### config.mk
export PLATFORM = sky130hd
export DESIGN_NAME = keccak_avst_arb
export DESIGN_NICKNAME = d
export VERILOG_FILES = /design/src/rtl/keccak_avst_arb.sv
export SDC_FILE = /design/constraint.sdc
export NUM_CORES = 1
export LEC_CHECK = 0
export ABC_AREA = 1
export BUFFER_PORTS_ARGS = -buffer_cell sky130_fd_sc_hd__buf_2
export CAP_MARGIN = 20
export CORE_ASPECT_RATIO = 1.2
export CORE_MARGIN = 2
export CORE_UTILIZATION = 24
export CTS_CLUSTER_DIAMETER = 30
export CTS_CLUSTER_SIZE = 20
export DETAILED_ROUTE_END_ITERATION = 7
export GPL_TIMING_DRIVEN = 0
export PLACE_DENSITY_LB_ADDON = 0.12
export SLEW_MARGIN = 20
export SYNTH_ARGS = -nofsm -noshare
export SYNTH_HDL_FRONTEND = slang
export SYNTH_SLANG_ARGS = --single-unit
### constraint.sdc
create_clock -name clk -period 1.23 [get_ports clk]
set_clock_uncertainty 0.1 [all_clocks]
set_input_delay 0 -clock clk [delete_from_list [all_inputs] [get_ports clk]]
set_output_delay 0 -clock clk [all_outputs]
set_load 0.02 [all_outputs]
### src/rtl/keccak_avst_arb.sv
// keccak_avst_arb: shares one keccak_avst core between two byte-stream
// requesters. The owner's message is forwarded to the core, and the core's
// digest is routed back to the same owner. After the digest, an optional
// idle gap of IDLE_GAP cycles is inserted before the next grant.
// Build option: define KECCAK_ARB_FIXED_PRIO_EN to select fixed priority,
// with requester 0 winning ties. The default build uses round-robin.
//
// state | meaning
// IDLE  | no owner; a pending request is granted on the next edge
// FWD   | owner's message beats are passed through to the core input
// RESP  | core digest beats are passed through to the owner
// GAP   | digest done; hold off new grants for IDLE_GAP cycles
module keccak_avst_arb #(
    parameter int IDLE_GAP = 1
) (
    input  logic       clk,
    input  logic       reset,
    input  logic [7:0] r0_data_in,
    input  logic       r0_end_in,
    input  logic       r0_valid_in,
    output logic       r0_ready_in,
    output logic [7:0] r0_data_out,
    output logic       r0_valid_out,
    output logic       r0_end_out,
    input  logic       r0_ready_out,
    input  logic [7:0] r1_data_in,
    input  logic       r1_end_in,
    input  logic       r1_valid_in,
    output logic       r1_ready_in,
    output logic [7:0] r1_data_out,
    output logic       r1_valid_out,
    output logic       r1_end_out,
    input  logic       r1_ready_out,
    output logic [7:0] k_data_in,
    output logic       k_end_in,
    output logic       k_valid_in,
    input  logic       k_ready_in,
    input  logic [7:0] k_data_out,
    input  logic       k_valid_out,
    input  logic       k_end_out,
    output logic       k_ready_out,
    output logic       k_reset,
    output logic [1:0] grant,
    output logic       stray_out
);
    typedef enum logic [1:0] {IDLE, FWD, RESP, GAP} state_t;

    localparam logic [3:0] GAP_LOAD = (IDLE_GAP > 0) ? 4'(IDLE_GAP - 1) : 4'd0;

    state_t     state_q, state_d;
    logic       owner_q, owner_d;
    logic [3:0] gap_cnt_q, gap_cnt_d;
    logic       stray_q;
    logic       pick;
    logic       any_req;
    logic       own_valid_in, own_end_in, own_ready_out;
    logic       fwd_act, resp_act;
`ifndef KECCAK_ARB_FIXED_PRIO_EN
    logic       last_q;
`endif

    assign any_req       = r0_valid_in || r1_valid_in;
    assign own_valid_in  = owner_q ? r1_valid_in  : r0_valid_in;
    assign own_end_in    = owner_q ? r1_end_in    : r0_end_in;
    assign own_ready_out = owner_q ? r1_ready_out : r0_ready_out;
    // Reset is synchronous, so the data paths are gated with it directly.
    // This keeps the handshakes quiet during the reset cycle itself.
    assign fwd_act   = (state_q == FWD)  && !reset;
    assign resp_act  = (state_q == RESP) && !reset;
    assign k_reset   = reset;
    assign stray_out = stray_q;
    assign grant     = (state_q == IDLE) ? 2'b00 : (owner_q ? 2'b10 : 2'b01);

    // Choose the next owner from the pending requests.
    always_comb begin
`ifdef KECCAK_ARB_FIXED_PRIO_EN
        pick = ~r0_valid_in;
`else
        if (r0_valid_in && r1_valid_in) begin
            pick = ~last_q;
        end else begin
            pick = ~r0_valid_in;
        end
`endif
    end

    // Steer the message and digest streams between the owner and the core.
    always_comb begin
        k_data_in    = 8'h00;
        k_end_in     = 1'b0;
        k_valid_in   = 1'b0;
        r0_ready_in  = 1'b0;
        r1_ready_in  = 1'b0;
        r0_data_out  = 8'h00;
        r0_valid_out = 1'b0;
        r0_end_out   = 1'b0;
        r1_data_out  = 8'h00;
        r1_valid_out = 1'b0;
        r1_end_out   = 1'b0;
        k_ready_out  = 1'b1;
        if (fwd_act) begin
            k_data_in   = owner_q ? r1_data_in : r0_data_in;
            k_end_in    = own_end_in;
            k_valid_in  = own_valid_in;
            r0_ready_in = !owner_q && k_ready_in;
            r1_ready_in = owner_q && k_ready_in;
        end
        if (resp_act) begin
            k_ready_out = own_ready_out;
            if (owner_q) begin
                r1_data_out  = k_data_out;
                r1_valid_out = k_valid_out;
                r1_end_out   = k_end_out;
            end else begin
                r0_data_out  = k_data_out;
                r0_valid_out = k_valid_out;
                r0_end_out   = k_end_out;
            end
        end
    end

    // Next-state logic, owner selection and gap down-counter.
    always_comb begin
        state_d   = state_q;
        owner_d   = owner_q;
        gap_cnt_d = gap_cnt_q;
        case (state_q)
            IDLE: begin
                if (any_req) begin
                    state_d = FWD;
                    owner_d = pick;
                end
            end
            FWD: begin
                if (own_valid_in && k_ready_in && own_end_in) begin
                    state_d = RESP;
                end
            end
            RESP: begin
                if (k_valid_out && own_ready_out && k_end_out) begin
                    if (IDLE_GAP > 0) begin
                        state_d   = GAP;
                        gap_cnt_d = GAP_LOAD;
                    end else begin
                        state_d = IDLE;
                    end
                end
            end
            GAP: begin
                if (gap_cnt_q == 4'd0) begin
                    state_d = IDLE;
                end else begin
                    gap_cnt_d = gap_cnt_q - 4'd1;
                end
            end
            default: state_d = IDLE;
        endcase
    end

    // FSM state, owner and gap counter registers.
    always_ff @(posedge clk) begin
        if (reset) begin
            state_q   <= IDLE;
            owner_q   <= 1'b0;
            gap_cnt_q <= 4'd0;
        end else begin
            state_q   <= state_d;
            owner_q   <= owner_d;
            gap_cnt_q <= gap_cnt_d;
        end
    end

`ifndef KECCAK_ARB_FIXED_PRIO_EN
    // Round-robin pointer. It remembers the last requester granted, and its
    // reset value of 1 gives requester 0 the first turn.
    always_ff @(posedge clk) begin
        if (reset) begin
            last_q <= 1'b1;
        end else if (state_q == IDLE && any_req) begin
            last_q <= pick;
        end
    end
`endif

    // Sticky flag for core output that arrives while no digest is expected.
    always_ff @(posedge clk) begin
        if (reset) begin
            stray_q <= 1'b0;
        end else if (state_q != RESP && k_valid_out) begin
            stray_q <= 1'b1;
        end
    end
endmodule

After elaboration in Yosys (flattened, before gate mapping)
Cells that the tools add are included.
{"block": "word_totals", "regBits": 9, "inputBits": 35, "out_inout_bits": 37, "wordCells": 70}
{"block": "classes", "n_addsub": 1, "eq_ne": 9, "mux": 33, "n_bitwise": 2, "n_reduce_logical": 20}
{"op": "two-way mux 8 bit", "n": 6}
{"op": "two-way mux 1 bit", "n": 17}
{"op": "two-way mux 2 bit", "n": 6}
{"op": "logical AND 1 bit", "n": 11}
{"op": "two-way mux 4 bit", "n": 2}
{"op": "!= test 2 bit (second input constant)", "n": 4}
{"op": "one-hot mux 2 bit (4 select lines)", "n": 1}
{"op": "one-hot mux 4 bit (2 select lines)", "n": 1}
{"op": "equality test 2 bit (second input constant)", "n": 2}
{"op": "logical NOT 4 bit", "n": 1}
{"op": "!= test 2 x 1 -> 1 bit (second input constant)", "n": 2}
{"op": "AND reduction 4 bit", "n": 1}
{"op": "subtractor 4 x 1 -> 4 bit (second input constant)", "n": 1}
{"op": "AND reduction 3 bit", "n": 1}
{"op": "equality test 2 x 1 -> 1 bit (second input constant)", "n": 1}
{"op": "logical NOT 1 bit", "n": 2}
{"op": "logical NOT 2 bit", "n": 1}
{"op": "inverter 1 bit", "n": 2}
{"op": "AND reduction 2 bit", "n": 1}
{"op": "nonzero test 2 bit", "n": 1}
{"op": "logical OR 1 bit", "n": 1}

Longest topological paths before layout
{"block": "depth", "ltp_word": 5, "ltp_mapped": 10, "mapped_depth_nobuf": 9}

Worst setup path after synthesis
Ideal clock, no wire load.
{"block": "synth_path", "kind": "register to output", "start": "register state_q[0]", "end": "output port r0_data_out[0]", "arrival_ns": 1.271, "required_ns": 1.130, "path_slack_ns": -0.141, "path_stages_with_launch": 7, "path_cell_list": "dfxtp_1 -> inv_1 -> ha_1 -> inv_2 -> nor2_2 -> nand2_2 -> nor2_1"}
{"block": "synth_via", "elab_chain_cells": 3}
{"element": "start: declaration", "line_no": "50", "text": "state_t state_q, state_d;"}
{"element": "start signal: assignment", "line_no": "167", "text": "state_q <= state_d;"}
{"element": "equality test 2 bit", "line_no": "69", "text": "assign resp_act = (state_q == RESP) && !reset;"}
{"element": "logical AND 1 bit", "line_no": "69"}
{"element": "two-way mux 8 bit", "line_no": "108", "text": "if (resp_act) begin"}
{"element": "end: declaration", "line_no": "22", "text": "output logic [7:0] r0_data_out,"}
Every way passes these cells.

Worst setup path after layout
{"block": "layout_path", "start": "register state_q[0]", "end": "output port r1_data_out[7]"}
{"block": "layout_via", "elab_chain_cells": 3}
{"element": "equality test 2 bit", "line_no": "69"}
{"element": "logical AND 1 bit", "line_no": "69"}
{"element": "two-way mux 8 bit", "line_no": "108"}
{"element": "end: declaration", "line_no": "30", "text": "output logic [7:0] r1_data_out,"}
Every way passes these cells.

==> results.md <==
- Status: finished with violations
- Failing checks: setup timing
- CP Class: register to output pin
- CTS tree: done
- Gr ovfl total: 0
- Largest cells by area after synthesis: dfxtp_1, nand2_1, nor2_1
- M1 GR Usage: 0.164
- Mux cell area share after synthesis: 0
- Crit path DAT: 1420 ps
- Clk Latency, worst-skew pair: 240 ps
- Die Wd: 60.9 um
- Synth Area in Simple Gates: 0.456
- Slew Limit Fails: 0
- Most frequent cells in the layout: buf_2, nand2_1, buf_6
- First-pass GRT wire length: 5320 um
- Hold Crit Class: input pin to register
- Area Growth Syn to Fin: 147%
- Synth Instances: 166
- Die Ht: 72.3 um
- Pre-Repair DR Iteration Count: 4
- Design area: 2310 um2
- Initial Utilization: 0.253
- Max-cap violations: 0
- Post-place instance area: 1580 um2
- Routed len/inst: 10.8 um
- Slew margin rel.: 0.767
- Fill cell count: 334
- Post-Syn Area: 933 um2
- Die ar.: 4410 um2
- Fmax: 656 MHz
- Largest family of logic cells by synthesized area: simple AND/OR/NAND/NOR gates
- Final Worst Setup Slack: -295 ps
- Pin count of the biggest net entering global routing: 11
- Synth Area in Adders: 0.0670
- Share of cells above drive strength 1: 0.683
- Routed via count: 1352
- Antenna fix cells: 0
- Crit share post-route: 1.24
- Synth Area in XOR/XNOR: 0
- Met3 Use GR: 0.0214
- Setup TNS: -9660 ps
- Synthesis Warnings: 0
- Clk buf depth: 2
- Core area: 3690 um2
- Crit path max fanout: 5
- Crit path from: state_q[0]
- Top-area cell type share of the netlist area: 0.193
- HPWL after DPL: 2350 um
- Fin. Hold Viols: 0
- Startpoint Class: register
- Residual DRC count: 0
- Worst reg2reg setup slack: -260 ps
- RSZ-0062 raised after global routing: true
- Critical Path End: r1_data_out[7]
- Reg2Reg Launch Point: state_q[0]
- TritonCTS Sinks: 9
- Post-Route WL: 3430 um
- Final RePlAce weighted congestion: 0.744
- Number of global-route vias before repair: 1267
- Post-layout min period: 1520 ps
- Finish-stage setup viols: 44
- Max VDD drop: 0.000990 V
- Initial antenna violation count: 0
- DR vias/cell: 4.26
- M2 GR Usage: 0.299
- Most common cell after layout, fill and taps aside: buf_2
- Mean Syn Cell Area: 5.62 um2
- Post-synthesis compound-gate area fraction: 0.127
- R2R depth: 9
- Leakage dissipation: 0.00107 uW
- Setup crit end kind: output pin
- Antenna Nets Post-Route: 0
- Ports: 72
- Clock-pin transition on the worst setup and hold timing paths: 50 ps
- 1st-iter DRT viols: 31
- Distinct cell type count after synthesis: 21
- Pwr per Cell Area: 1480 nW/um2
- Clock buffer count from CTS: 3
- Synthesized flop and latch total: 9
- Port bufs: 71
- Net count after synthesis: 206
- CTS HTree Levels: 1
- Num rows: 24
- Seq/Total Area, Yosys: 0.193
- Nets: 306
- GR Util All Layers: 0.152
- Worst-Margin Slew: 350 ps
- Worst flop-to-flop path endpoint: gap_cnt_q[2]
- Clock Tree Root: clkbuf_8
- GRT busiest layer: met2
- WP data required: 1130 ps
- Yosys top cell by area: dfxtp_1
registers in the layout (all words and copies together) (netlist names):
| signal | cells |
|---|---|
| stray_out | 1 |
| gap_cnt_q | 4 |
| last_q | 1 |
| owner_q | 1 |
| state_q | 2 |
synthesized netlist by cell type:
cell / n
inv_8: 1
o21ai_0: 2
nand4_1: 2
dfxtp_1: 9
nor2_2: 1
o21ai_1: 1
nand3_1: 6
nand2_2: 3
nor3_1: 2
nor2_1: 37
a21oi_1: 19
o21ai_2: 1
inv_2: 1
ha_1: 5
buf_4: 1
or2_2: 1
nand2_1: 39
nand2_4: 5
buf_6: 1
buf_2: 3
inv_1: 26
critical path, stage by stage (launching register included):
cell and delay (ps):
dfxtp_4 350, inv_4 60, ha_4 140, inv_4 40, nor2_4 90, buf_12 160, nand2_8 90, nor2_4 130
buf_6 120
timing repair:
item | CTS | global route
hold endpoints to repair | 4 | 0
setup buffers | 12 | 6
gates cloned | 3 | 0
endpoints found under the setup margin | 41 | 43
resized for setup | 88 | 46
hold buffers | 4 | 0
pin swaps | 20 | 19
routing by layer:
metal	share of wire	up-vias	routed length (um)
met3	0.041	4	139
met4	0.0073	0	25
li1	-	712	-
met1	0.38	608	1300
met5	0	-	0
met2	0.57	28	1960
how the worst min path moves through the flow:
stage,startpoint,cells after the start,slack [ps],end
after floorplan,reset,1,-30,owner_q
after global placement,k_valid_out,3,170,stray_out
after detailed placement,k_valid_out,3,180,stray_out
after CTS,r1_valid_in,6,80,owner_q
after global routing,k_ready_in,5,160,state_q[1]
final,k_ready_in,5,110,state_q[1]
metrics by stage:
step,std cells,setup WS [ps],total power (uW),hold WS [ps],utilization
2_1_floorplan,166,-43.4,1690,-30.9,-
3_3_place_gp,289,-206,2040,170,0.426
3_5_place_dp,289,-212,2050,175,0.426
4_1_cts,312,-279,2990,82.9,0.561
5_1_grt,317,-358,3670,157,0.625
6_report,317,-295,3410,111,0.625
layout make-up:
| type | count | area, um2 | area share |
|---|---|---|---|
| Inverter | 28 | 125 | 0.0542 |
| Clock buffer | 4 | 45.0 | 0.0195 |
| Tap cell | 52 | 65.1 | 0.0282 |
| Buffer | 5 | 56.3 | 0.0244 |
| Sequential cell | 9 | 191 | 0.0829 |
| Multi-Input combinational cell | 126 | 1080 | 0.469 |
| Timing Repair Buffer | 93 | 743 | 0.322 |
power breakdown:
part	total [uW]	switching (uW)	internal, uW
clock	352	126	227
combinational	2550	1390	1160
sequential	505	84.8	420
cell families after synthesis:
group	Yosys count
DFF	9
AOI/OAI and AO/OA	23
adders and majority gates	5
buffers and inverters	33
and+or+nand+nor	96
Note: power is estimated with default switching activity, not from simulation.
